$ cat src/rtl/clk_period_meter_pkg.sv
`default_nettype none
// ============================================================================
// Module      : clk_period_meter_pkg
// Description : Shared types and constants for the divided-clock period
//               meter: FSM state encoding, counter width and saturation
//               limit, synchronizer depth and a period-sum helper.
// Revision    : 1.0 - initial release
// ============================================================================
package clk_period_meter_pkg;

    // Width of the high/low cycle counters.
    localparam int CNT_W = 16;

    // Counter value at which a missing edge is declared a timeout.
    localparam logic [CNT_W-1:0] MAX_CNT = 16'hFFFF;

    // Counter reload value used at the start of every measured phase.
    localparam logic [CNT_W-1:0] CNT_ONE = 16'h0001;

    // Number of metastability flops in front of the edge-detect register.
    localparam int SYNC_STAGES = 2;

    // Measurement FSM states; IDLE must encode as zero.
    typedef enum logic [1:0] {
        IDLE      = 2'd0,
        WAIT_RISE = 2'd1,
        MEAS_HIGH = 2'd2,
        MEAS_LOW  = 2'd3
    } meas_state_t;

    // Full-precision sum of high and low times; one extra bit, so it
    // never overflows.
    function automatic logic [CNT_W:0] period_sum(
        input logic [CNT_W-1:0] high_cnt,
        input logic [CNT_W-1:0] low_cnt
    );
        return {1'b0, high_cnt} + {1'b0, low_cnt};
    endfunction

endpackage : clk_period_meter_pkg
`default_nettype wire

$ cat src/rtl/clk_period_meter_sync_edge_det.sv
`default_nettype none
// ============================================================================
// Module      : sync_edge_det
// Description : Brings an asynchronous level into the i_clk domain through a
//               flop chain, then registers it once more to find its
//               rising and falling transitions.
// Revision    : 1.0 - initial release
// ============================================================================
module sync_edge_det
    import clk_period_meter_pkg::*;
(
    input  logic i_clk,
    input  logic i_reset_n,
    input  logic i_async,
    output logic o_sync,
    output logic o_rise,
    output logic o_fall
);

    // Metastability chain; bit 0 is the first flop to see the input.
    logic [SYNC_STAGES-1:0] r_sync_chain;

    // Previous-cycle copy of the synchronized level for edge detection.
    logic                   r_dly;

    logic                   w_sync;

    assign w_sync = r_sync_chain[SYNC_STAGES-1];

    // Shift the asynchronous level through the synchronizer chain.
    always_ff @(posedge i_clk or negedge i_reset_n) begin
        if (!i_reset_n) begin
            r_sync_chain <= '0;
        end else begin
            r_sync_chain <= {r_sync_chain[SYNC_STAGES-2:0], i_async};
        end
    end

    // Hold the last synchronized level so transitions can be detected.
    always_ff @(posedge i_clk or negedge i_reset_n) begin
        if (!i_reset_n) begin
            r_dly <= 1'b0;
        end else begin
            r_dly <= w_sync;
        end
    end

    assign o_sync = w_sync;
    assign o_rise =  w_sync & ~r_dly;
    assign o_fall = ~w_sync &  r_dly;

endmodule : sync_edge_det
`default_nettype wire

$ cat src/rtl/clk_period_meter.sv
`default_nettype none
// ============================================================================
// Module      : clk_period_meter
// Description : Measures the high and low times of a divided clock in i_clk
//               cycles. A measurement aligns to a rising edge, counts the
//               high phase up to the falling edge, then the low phase up to
//               the next rising edge, and publishes high, low and period
//               with a one-cycle valid pulse. Single-shot or continuous; a
//               phase reaching MAX_CNT without its edge aborts to IDLE with
//               a timeout pulse.
// Revision    : 1.0 - initial release
// ============================================================================
module clk_period_meter
    import clk_period_meter_pkg::*;
(
    input  logic           i_clk,
    input  logic           i_reset_n,
    input  logic           i_div_clk,
    input  logic           i_start,
    input  logic           i_cont,
    output logic [15:0]    o_high_cnt,
    output logic [15:0]    o_low_cnt,
    output logic [16:0]    o_period,
    output logic           o_valid,
    output logic           o_busy,
    output logic           o_timeout
);

    // ------------------------------------------------------------------
    // Edge detection on the measured signal
    // ------------------------------------------------------------------
    logic w_div_sync;
    logic w_rise;
    logic w_fall;

    sync_edge_det u_sync_edge_det (
        .i_clk     (i_clk),
        .i_reset_n (i_reset_n),
        .i_async   (i_div_clk),
        .o_sync    (w_div_sync),
        .o_rise    (w_rise),
        .o_fall    (w_fall)
    );

    // ------------------------------------------------------------------
    // State, counter and result registers
    // ------------------------------------------------------------------
    meas_state_t        r_state;
    logic [CNT_W-1:0]   r_cnt;
    logic [CNT_W-1:0]   r_high_tmp;
    logic [CNT_W-1:0]   r_high_cnt;
    logic [CNT_W-1:0]   r_low_cnt;
    logic [CNT_W:0]     r_period;
    logic               r_valid;
    logic               r_timeout;

    // ------------------------------------------------------------------
    // Next-state values
    // ------------------------------------------------------------------
    meas_state_t        w_state_nxt;
    logic [CNT_W-1:0]   w_cnt_nxt;
    logic [CNT_W-1:0]   w_high_tmp_nxt;
    logic [CNT_W-1:0]   w_cnt_inc;
    logic               w_cnt_max;
    logic               w_capture;
    logic               w_timeout;

    assign w_cnt_inc = r_cnt + CNT_ONE;
    assign w_cnt_max = (r_cnt == MAX_CNT);

    // Register the FSM state, phase counter and the pending high time.
    always_ff @(posedge i_clk or negedge i_reset_n) begin
        if (!i_reset_n) begin
            r_state    <= IDLE;
            r_cnt      <= '0;
            r_high_tmp <= '0;
        end else begin
            r_state    <= w_state_nxt;
            r_cnt      <= w_cnt_nxt;
            r_high_tmp <= w_high_tmp_nxt;
        end
    end

    // Decide the next state and counter value. A qualifying edge always
    // wins over the timeout, so a phase lasting exactly MAX_CNT cycles
    // still measures; only the cycle after that without an edge aborts.
    always_comb begin
        w_state_nxt    = r_state;
        w_cnt_nxt      = r_cnt;
        w_high_tmp_nxt = r_high_tmp;
        w_capture      = 1'b0;
        w_timeout      = 1'b0;

        case (r_state)
            IDLE: begin
                if (i_start) begin
                    w_state_nxt = WAIT_RISE;
                    w_cnt_nxt   = CNT_ONE;
                end
            end

            WAIT_RISE: begin
                if (w_rise) begin
                    w_state_nxt = MEAS_HIGH;
                    w_cnt_nxt   = CNT_ONE;
                end else if (w_cnt_max) begin
                    w_state_nxt = IDLE;
                    w_timeout   = 1'b1;
                end else begin
                    w_cnt_nxt   = w_cnt_inc;
                end
            end

            MEAS_HIGH: begin
                if (w_fall) begin
                    w_state_nxt    = MEAS_LOW;
                    w_high_tmp_nxt = r_cnt;
                    w_cnt_nxt      = CNT_ONE;
                end else if (w_cnt_max) begin
                    w_state_nxt = IDLE;
                    w_timeout   = 1'b1;
                end else begin
                    w_cnt_nxt   = w_cnt_inc;
                end
            end

            MEAS_LOW: begin
                if (w_rise) begin
                    // The rising edge that ends this period also starts
                    // the next high phase in continuous mode.
                    w_capture = 1'b1;
                    if (i_cont) begin
                        w_state_nxt = MEAS_HIGH;
                        w_cnt_nxt   = CNT_ONE;
                    end else begin
                        w_state_nxt = IDLE;
                    end
                end else if (w_cnt_max) begin
                    w_state_nxt = IDLE;
                    w_timeout   = 1'b1;
                end else begin
                    w_cnt_nxt   = w_cnt_inc;
                end
            end

            default: begin
                w_state_nxt = IDLE;
            end
        endcase
    end

    // Publish a finished measurement; results only move on a capture.
    always_ff @(posedge i_clk or negedge i_reset_n) begin
        if (!i_reset_n) begin
            r_high_cnt <= '0;
            r_low_cnt  <= '0;
            r_period   <= '0;
        end else if (w_capture) begin
            r_high_cnt <= r_high_tmp;
            r_low_cnt  <= r_cnt;
            r_period   <= period_sum(r_high_tmp, r_cnt);
        end
    end

    // One-cycle status pulses; capture and timeout are mutually exclusive
    // branches of the same case arm, so they never coincide.
    always_ff @(posedge i_clk or negedge i_reset_n) begin
        if (!i_reset_n) begin
            r_valid   <= 1'b0;
            r_timeout <= 1'b0;
        end else begin
            r_valid   <= w_capture;
            r_timeout <= w_timeout;
        end
    end

    assign o_high_cnt = r_high_cnt;
    assign o_low_cnt  = r_low_cnt;
    assign o_period   = r_period;
    assign o_valid    = r_valid;
    assign o_timeout  = r_timeout;
    assign o_busy     = (r_state != IDLE);

    // The synchronized level itself is not needed by the FSM, only its
    // edges; keep it visible as a named net for debug.
    logic w_unused;
    assign w_unused = w_div_sync;

endmodule : clk_period_meter
`default_nettype wire

$ cat config.mk
export PLATFORM = sky130hd
export DESIGN_NAME = clk_period_meter
export DESIGN_NICKNAME = d
export VERILOG_FILES = /design/src/rtl/clk_period_meter_pkg.sv /design/src/rtl/clk_period_meter_sync_edge_det.sv /design/src/rtl/clk_period_meter.sv
export SDC_FILE = /design/constraint.sdc
export NUM_CORES = 1
export LEC_CHECK = 0
export BUFFER_PORTS_ARGS = -buffer_cell sky130_fd_sc_hd__buf_2
export CORE_MARGIN = 2
export CORE_UTILIZATION = 43
export CTS_CLUSTER_DIAMETER = 30
export DETAILED_ROUTE_END_ITERATION = 7
export HOLD_SLACK_MARGIN = 0.12
export PLACE_DENSITY = 0.72
export REMOVE_ABC_BUFFERS = 1
export SLEW_MARGIN = 5
export SYNTH_ARGS = -nofsm -noshare
export SYNTH_HDL_FRONTEND = slang
export SYNTH_SLANG_ARGS = --single-unit
$ cat constraint.sdc
create_clock -name i_clk -period 3.1 [get_ports i_clk]
set_input_delay 0 -clock i_clk [delete_from_list [all_inputs] [get_ports i_clk]]
set_output_delay 0 -clock i_clk [all_outputs]
set_load 0.03 [all_outputs]
==> results by group <==
Outcome
  – Outcome: completed

Route
  – Via count: 3,563
  – Routed vias/inst: about 5.3
  – WL/cell: around 15 um
  – DR iter-0 viols: approximately 140
  – Initial DRT Pass Iterations: 5
  – Routed Antenna Nets: 0
  – DRC: 0
  – Detailed Route WL: between 10,000 and 15,000 um

Clock tree
  – CTS tree: done
  – Num CTS Buffers: 9
  – H-tree level count: 3
  – Clock buffer depth: 2
  – Clock transition at path regs: 0.09 ns
  – Worst skew pair latency: between 0.3 and 0.4 ns
  – CTS Sinks: 88
  – Root Driver: clkbuf_8

Timing
  – Fin Clk Skew: 0.0113 ns
  – Period utilization: 0.828
  – Worst setup margin: around 0.53 ns
  – Final Max Tran Viols: 0
  – Relative slew slack: 0.395
  – Slew @ Worst Pin: 0.907 ns
  – Final setup fails: 0
  – Setup_tns: 0 ns
  – Fin. Hold Viols: 0
  – Unrepaired setup endpoints after global routing: false
  – Min cycle time layout: around 2.6 ns
  – F_max: a little under 400 MHz

Power and ir drop
  – PwrDens: about 640 nW/um^2
  – Worst IR Drop VDD: between 0.0003 and 0.0004 V
  – Static leakage: around 2.6 nW

Setup path
  – CP Buf/Inv Count: 0
  – R2r endpoint: o_period[12]
  – Setup Crit Path Kind: reg2reg
  – Critical path's slowest cell: dfrtp_1
  – CP arrival: about 2.8 ns
  – Worst path top cell family by delay: compound AO/OA/AOI/OAI gates
  – CP cell instances: ha_1 -> fa_1 -> a21oi_1 -> o21ai_1 -> a31oi_1 -> mux2i_1 -> a2111o_1
  – Crit path required time: around 3.4 ns
  – Nature of the critical path startpoint: flop
  – Flop-to-flop setup slack: 0.53 ns
  – CP max FO: 9
  – Length in cells of the worst reg-to-reg path: 7
  – Launching point of the worst reg2reg path: r_cnt[0]
  – CP max stage delay: 0.48 ns
  – CP endpoint kind: flop

Global route
  – Initial antenna violation count: 0
  – Vias in the first global route: ~3.5k
  – First-pass GRT wire length: 17,200 um
  – Remaining Overflow, GRT: 0
  – Largest net degree at the start of global routing: a little over 70
  – Global Route Usage Sum: 0.194

Logic synthesis
  – Fraction of registers with async set/reset: 1.00
  – Post-Synth XOR/XNOR Area: 0.0214
  – Synth warn: 0
  – Largest family of logic cells by synthesized area: simple AND/OR/NAND/NOR gates
  – Avg Cell Area, Syn: between 9 and 10 um^2
  – Compound-gate portion of the synthesized area: 0.141
  – Flops & latches, synth: between 80 and 90
  – Synth Area in Adders: 0.0517
  – Post-synth EDFFs: 0
  – Seq/Total Area, Yosys: 0.489
  – Synthesized instance count: approximately 470
  – Main synth FF type: dfrtp_1
  – Mux share of post-synthesis cell area: 0.0578
  – Unique masters post-synth: 57
  – Mapped Area: approximately 4500 um^2
  – Post-Synth Simple-Gate Area: 0.206

Floorplan
  – I/O Pins: 57
  – Initial Utilization: 0.440
  – Die height: between 100 and 150 um
  – Row count: 37
  – Die area: 11,300 um^2
  – Area of the core: about 10,000 um^2
  – Die Wd: approximately 110 um

Place
  – Placed insts: 649
  – Number of I/O port buffers: 56
  – Gpl congestion: around 0.85
  – Hpwl dp: between 7000 and 8000 um
  – Pre-CTS setup slack: slightly below 0.6 ns

Layout
  – Final Non-Filler Cells: approximately 670
  – Synth-to-Final Area Change: 13.6%
  – Most frequent cells in the layout: nand2_1 (133), dfrtp_1 (88), buf_2 (55)
  – Layout cells sized above 1: 0.195
  – Nets: approximately 550
  – # diodes: 0
  – Commonest non-fill, non-tap cell in the layout: nand2_1
  – Fillers: ~1,000

Worst hold path
  – Hold-critical path endpoint: u_sync_edge_det.r_sync_chain[0]
  – Hold Crit Start: i_div_clk
  – Hold path cells: 2
  – HP Class: in2reg

Flow run
  – Number of max-cap violations: 0
==> routing by layer <==
layer | GRT usage | share of wire
met1 | 0.263 | 0.47
met2 | 0.313 | 0.47
met3 | 0.0356 | 0.040
met4 | 0.0639 | 0.012
met5 | 0 | 0
==> logic make-up after synthesis <==
kind of cell	after synthesis
buffers and inverters	32
flip-flops	88
XOR/XNOR	11
AND/OR/NAND/NOR	205
multiplexers	24
adder cells (fa/ha/maj)	18
AO/OA/AOI/OAI	95
==> worst max-delay path by stage <==
stage                                from            to  slack (ns)  depth (start not counted)
finish                           r_cnt[0]  o_period[12]        0.53                          7
detailed placement               r_cnt[0]  o_period[12]        0.58                          7
global route                     r_cnt[0]  o_period[12]        0.37                          7
floorplan           u_sync_edge_det.r_dly  o_period[14]       -0.55                          6
global placement                 r_cnt[0]  o_period[12]        0.65                          7
CTS                              r_cnt[0]  o_period[12]        0.54                          7
==> stage by stage <==
| stage | cell area (um^2) | hold WS [ns] | total power (W) | utilization |
|---|---|---|---|---|
| after CTS | 5110 | 0.261 | 0.00329 | 0.500 |
| after global routing | 5110 | 0.262 | 0.00347 | 0.500 |
| after detailed placement | 4890 | 0.110 | 0.00249 | 0.478 |
| after global placement | 4890 | 0.108 | 0.00246 | 0.478 |
| after floorplan | 4400 | -0.296 | 0.00218 | - |
| final | 5110 | 0.281 | 0.00325 | 0.500 |
==> synthesized netlist by cell type (all sizes together), types with 4 or more instances <==
library cell | number | area share
nand2 | 133 | 0.11
dfrtp | 88 | 0.49
a21oi | 28 | 0.035
o21ai | 27 | 0.032
ha | 17 | 0.047
mux2 | 16 | 0.040
buf | 15 | 0.018
nand3 | 15 | 0.017
nor2 | 15 | 0.013
inv | 11 | 0.0092
mux2i | 8 | 0.018
xor2 | 8 | 0.016
nand2b | 7 | 0.010
clkbuf | 6 | 0.0050
nand4 | 6 | 0.0097
o211ai | 6 | 0.010
and4 | 5 | 0.0097
a31oi | 4 | 0.0056
nor3b | 4 | 0.0067
o31ai | 4 | 0.0067
==> sequential cells by signal, indices dropped and copies added, names as in the netlist <==
signal                        flops
o_period                         17
o_high_cnt                       16
o_low_cnt                        16
r_cnt                            16
r_high_tmp                       16
r_state                           2
u_sync_edge_det.r_sync_chain      2
o_timeout                         1
o_valid                           1
u_sync_edge_det.r_dly             1
==> worst reg2reg max path, delay by kind of cell, from the launching register on <==
family          cells  cell delay (ns)
compound gates      4             1.14
mux                 1             0.13
fa+ha+maj           2             0.71
flops               1             0.48
==> where the power goes <==
group          internal [W]  switching, W  total [W]  leakage (nW)
clock network      0.000387      0.000400   0.000787        0.0989
logic              0.000335      0.000670    0.00100          1.35
registers           0.00131      0.000154    0.00146          1.19
total               0.00203       0.00122    0.00325          2.64
==> final cells by class <==
cell class / instances / area, um^2 / share of cell area
repair buffers: 65 / 360 / 0.0705
inverters: 11 / 41.3 / 0.00807
clock buffers: 11 / 141 / 0.0276
flip-flops and latches: 88 / 2200 / 0.431
well taps: 136 / 170 / 0.0333
multi-input cells: 353 / 2150 / 0.421
clock inverters: 4 / 45.0 / 0.00881
==> timing repair <==
item,CTS,global route
hold endpoints to repair,73,0
resized for setup,0,0
hold buffers,4,0
setup buffers,0,0
Power figures use the tool's default switching activity.
